### src/rtl/uart_frame_tx.sv
// UART frame transmitter: start bit, NUM_DATA_BITS data bits LSB first,
// optional even parity, one stop bit. Bit timing from a clocks-per-bit counter.
module uart_frame_tx #(
    parameter int NUM_DATA_BITS   = 8,
    parameter int BIT_PERIOD_BITS = 14
) (
    input  logic                       clk,
    input  logic                       n_rst,
    input  logic                       tx_start,
    input  logic [NUM_DATA_BITS-1:0]   tx_data,
    input  logic                       parity_en,
    input  logic [BIT_PERIOD_BITS-1:0] bit_period,
    output logic                       tx_ready,
    output logic                       serial_out,
    output logic                       tx_done
);
    localparam int IDX_W = $clog2(NUM_DATA_BITS);

    typedef enum logic [2:0] {IDLE, START, DATA, PARITY, STOP, DONE} state_t;

    state_t                     state, next_state;
    logic [NUM_DATA_BITS-1:0]   shreg, shreg_next;
    logic [BIT_PERIOD_BITS-1:0] bp_q, tcnt, tcnt_next;
    logic [IDX_W-1:0]           bidx, bidx_next;
    logic                       par_en_q, par_bit;
    logic                       so_next;
    logic                       accept, active, bit_end;

    assign tx_ready = (state == IDLE) || (state == DONE);
    assign tx_done  = (state == DONE);
    assign accept   = tx_ready && tx_start;
    assign active   = (state == START) || (state == DATA) || (state == PARITY) || (state == STOP);
    assign bit_end  = active && (tcnt == bp_q);

    always_comb begin
        next_state = state;
        shreg_next = shreg;
        bidx_next  = bidx;
        tcnt_next  = tcnt;
        so_next    = 1'b1;

        case (state)
            IDLE, DONE: begin
                if (tx_start) begin
                    next_state = START;
                    shreg_next = tx_data;
                end else begin
                    next_state = IDLE;
                end
            end
            START:  if (bit_end) next_state = DATA;
            DATA: begin
                if (bit_end) begin
                    shreg_next = shreg >> 1;
                    if (bidx == IDX_W'(NUM_DATA_BITS - 1))
                        next_state = par_en_q ? PARITY : STOP;
                    else
                        bidx_next = bidx + IDX_W'(1);
                end
            end
            PARITY: if (bit_end) next_state = STOP;
            STOP:   if (bit_end) next_state = DONE;
            default: next_state = IDLE;
        endcase

        // Counter runs 1..bp, so a clear loads 1 when entering a timed bit.
        if (next_state != state) begin
            tcnt_next = (next_state == IDLE || next_state == DONE) ? '0 : BIT_PERIOD_BITS'(1);
            bidx_next = '0;
        end else if (bit_end) begin
            tcnt_next = BIT_PERIOD_BITS'(1);
        end else if (active) begin
            tcnt_next = tcnt + BIT_PERIOD_BITS'(1);
        end

        // Line level is decided from the next state so the output flop
        // changes on the same edge as the state.
        case (next_state)
            START:   so_next = 1'b0;
            DATA:    so_next = shreg_next[0];
            PARITY:  so_next = par_bit;
            default: so_next = 1'b1;
        endcase
    end

    always_ff @(posedge clk or negedge n_rst) begin
        if (!n_rst) begin
            state      <= IDLE;
            shreg      <= '0;
            tcnt       <= '0;
            bidx       <= '0;
            bp_q       <= '0;
            par_en_q   <= 1'b0;
            par_bit    <= 1'b0;
            serial_out <= 1'b1;
        end else begin
            state      <= next_state;
            shreg      <= shreg_next;
            tcnt       <= tcnt_next;
            bidx       <= bidx_next;
            serial_out <= so_next;
            if (accept) begin
                bp_q     <= (bit_period == '0) ? BIT_PERIOD_BITS'(1) : bit_period;
                par_en_q <= parity_en;
                par_bit  <= ^tx_data;
            end
        end
    end
endmodule
### config.mk
export PLATFORM = sky130hd
export DESIGN_NAME = uart_frame_tx
export DESIGN_NICKNAME = d
export VERILOG_FILES = /design/src/rtl/uart_frame_tx.sv
export SDC_FILE = /design/constraint.sdc
export NUM_CORES = 1
export LEC_CHECK = 0
export CAP_MARGIN = 20
export CORE_MARGIN = 2
export CORE_UTILIZATION = 55
export CTS_CLUSTER_SIZE = 30
export DETAILED_ROUTE_END_ITERATION = 10
export GPL_TIMING_DRIVEN = 1
export HOLD_SLACK_MARGIN = 0.03
export MAX_ROUTING_LAYER = met4
export PLACE_DENSITY = 0.76
export SETUP_SLACK_MARGIN = 0.1
export SYNTH_ARGS = -nofsm -noshare
export SYNTH_HDL_FRONTEND = slang
export SYNTH_SLANG_ARGS = --single-unit
### constraint.sdc
create_clock -name clk -period 2.6 [get_ports clk]
set_input_delay 0.52 -clock clk [delete_from_list [all_inputs] [get_ports clk]]
set_output_delay 0.52 -clock clk [all_outputs]
set_load 0.01 [all_outputs]
==> impl_metrics.json <==
{
  "regArea_sq_mm": 0.00113,
  "max_cap_viol_count": 0,
  "crit_fanout": 10,
  "num_io_pins": 29,
  "post-route-period-util": 0.894,
  "core_area_sq_mm": 0.00432,
  "reg2reg_slack_ns": 0.29,
  "drt_iter0_drc": 120,
  "drive_gt1_frac": 0.106,
  "routed.top_layer": "met4",
  "netlist_area_sq_mm": 0.00245,
  "powerDensity_mw_per_mm2": 894,
  "synth_top_area_cell": "dfrtp_1",
  "wl_per_cell_um": 14.6,
  "synth_top_family_by_area": "simple AND/OR/NAND/NOR gates",
  "rows": 24,
  "drtAntennaViolNets": 0,
  "syn_avg_cell_area_sq_um": 9.92,
  "wl_met3_um": 154,
  "n_fill_cell": 353,
  "detailed_place_hpwl_um": 3700,
  "synth-compound-area-share": 0.106,
  "whs_ns": 0.189,
  "firstDrtPassIters": 4,
  "grt-ovfl-total": 0,
  "critPathKind": "flip-flop to primary output",
  "synth_simple_gate_area_frac": 0.260,
  "cp-end-kind": "primary output",
  "slew_viol_final": 0,
  "multi_input_area_sq_mm": 0.00127,
  "via_count": 1874,
  "root_buffer": "clkbuf_8",
  "synthMuxAreaShare": 0.00817,
  "cts_hold_buf": 0,
  "fin_ws_ns": 0.277,
  "die_area_sq_mm": 0.00500,
  "grt_usage": 0.228,
  "worst_clock_skew_ns": 0.0113,
  "tightest_slew_ns": 0.559,
  "port_buffers": 28,
  "cts_tree": "done",
  "drc": 0,
  "wirelength_um": 4870,
  "layout.nets": 310,
  "min_period_ns": 2.32,
  "ys_types": 49,
  "fin_setup_tns_ns": 0,
  "post_cts_resized": 0,
  "n_antenna_cell": 0,
  "synth-seq-cells": 45,
  "m1WireLength_um": 2410,
  "setup_violations": 0,
  "status": "finished, final reports clean",
  "syn_to_final_growth_pct": 18.8,
  "ys_seq_area_frac": 0.460,
  "numCtsBuffers": 5,
  "critPathArrivalTime_ns": 1.80,
  "insertion_delay_ns": 0.29,
  "slew_headroom": 0.624,
  "synth-async-reset-ratio": 1.00,
  "synthAdderAreaFrac": 0.0153,
  "post_cts.repair.setup_buffers": 0,
  "die_x_um": 70.7,
  "synth-edff-count": 0,
  "met2_length_um": 2270,
  "via_per_inst": 5.61,
  "synth_xor_xnor_area_share": 0.129,
  "antenna_found_initial": 0,
  "cts-htree-levels": 2,
  "grt_start_max_net_pins": 24,
  "clockBufferDepth": 2,
  "hold_violations": 0,
  "placed_cell_area_sq_mm": 0.00281,
  "worstPathRequired_ns": 2.08,
  "cts_sinks": 45,
  "hold_path.class": "input pin to async pin",
  "synth_area_leaders": "dfrtp_1, xor2_1, nand2_1",
  "yosys_warnings": 0,
  "fp.dieH_um": 70.7,
  "stdcell_area_sq_mm": 0.00291,
  "start_util": 0.567,
  "r2r_cells": 6,
  "netlist_instances": 247,
  "syn_nets": 276,
  "p_leak_nw": 1.37,
  "grt_pass1_vias": 1854,
  "place.gp.congestion": 0.904,
  "synth.top_cell.area_share": 0.449,
  "irDropWorstVdd_mv": 0.727,
  "synth_flop_cell": "dfrtp_1",
  "rsz0062_at_grt": "no",
  "cp-start-kind": "flip-flop",
  "grt_pass1_wl_um": 8820,
  "clock.fmax_ghz": 0.430,
  "place_ws_ns": 0.299,
  "path_clk_slew_ns": 0.09
}
path summary, 6_finish.rpt:
path | startpoint | end
setup / recovery | state[0] | tx_done
hold / removal | n_rst | tcnt[6]
setup reg to reg | tcnt[10] | serial_out
hold reg to reg | bp_q[7] | bp_q[7]
max in group asynchronous | n_rst | serial_out
min in group clk | bp_q[7] | bp_q[7]
metrics by stage:
step / cells / utilization / power [W]
floorplan: 247 / - / 0.00188
global placement: 326 / 0.650 / 0.00212
detailed placement: 326 / 0.650 / 0.00215
CTS: 334 / 0.673 / 0.00262
global route: 334 / 0.673 / 0.00280
finish: 334 / 0.673 / 0.00260
report_power, final:
group / switching, W / internal (W) / leakage, nW
combinational: 0.000512 / 0.000442 / 0.740
sequential: 0.000237 / 0.000941 / 0.572
clock: 0.000230 / 0.000240 / 0.0542
cells by family (layout without fill, tap and decap cells):
group / count (synthesis) / count (layout)
AND/OR/NAND/NOR: 119 / 119
flip-flops: 45 / 45
XOR/XNOR: 36 / 36
AO/OA/AOI/OAI: 30 / 30
buffers and inverters: 12 / 47
adder cells (fa/ha/maj): 3 / 3
multiplexers: 2 / 2
layout by cell type, fill, tap and decap left out, drive strengths merged, types with 2 or more instances in the layout:
cell	n
a211oi	3
nor2	25
and3	9
a41oi	2
nor2b	2
nand2	53
clkbuf	7
nor3	4
nand2b	2
nand4	5
ha	3
buf	9
nor4	7
o21ai	3
inv	3
xor2	24
nand3	4
a221o	6
xnor2	12
mux2i	2
dfrtp	44
a2111oi	3
a21oi	4
clkdlybuf4s50	27
and2	2
registers in the layout, summed over array words and instances, names as in the netlist:
signal and count:
bidx 3, tcnt 14, par_en_q 1, serial_out 1, shreg 8, bp_q 14
state 3, par_bit 1
metal layers:
layer / track usage / up-vias
li1: - / 932
met1: 0.342 / 897
met2: 0.328 / 41
met3: 0.0399 / 4
met4: 0.0461 / 0
met5: - / -
critical path, cell delays in order (launching register included):
cell and delay, ns:
dfrtp_1 0.55, inv_1 0.18, nor3_1 0.21, clkdlybuf4s50_1 0.57
synthesized netlist by cell type (all sizes together), types with 2 or more instances:
master    n
a2111oi   3
a211oi    3
a21oi     4
a221o     6
a41oi     2
and2      2
and3      9
buf       5
clkbuf    4
dfrtp    44
ha        3
inv       3
mux2i     2
nand2    53
nand2b    2
nand3     4
nand4     5
nor2     25
nor2b     2
nor3      4
nor4      7
o21ai     3
xnor2    12
xor2     24
layout make-up:
class                           instances  area share
Clock buffer                            7      0.0331
Inverter                                3     0.00387
Sequential cell                        45       0.387
Clock inverter                          1     0.00172
Multi-Input combinational cell        190       0.436
Tap cell                               52      0.0224
Timing Repair Buffer                   36       0.115
(Power assumes the default switching activity.)
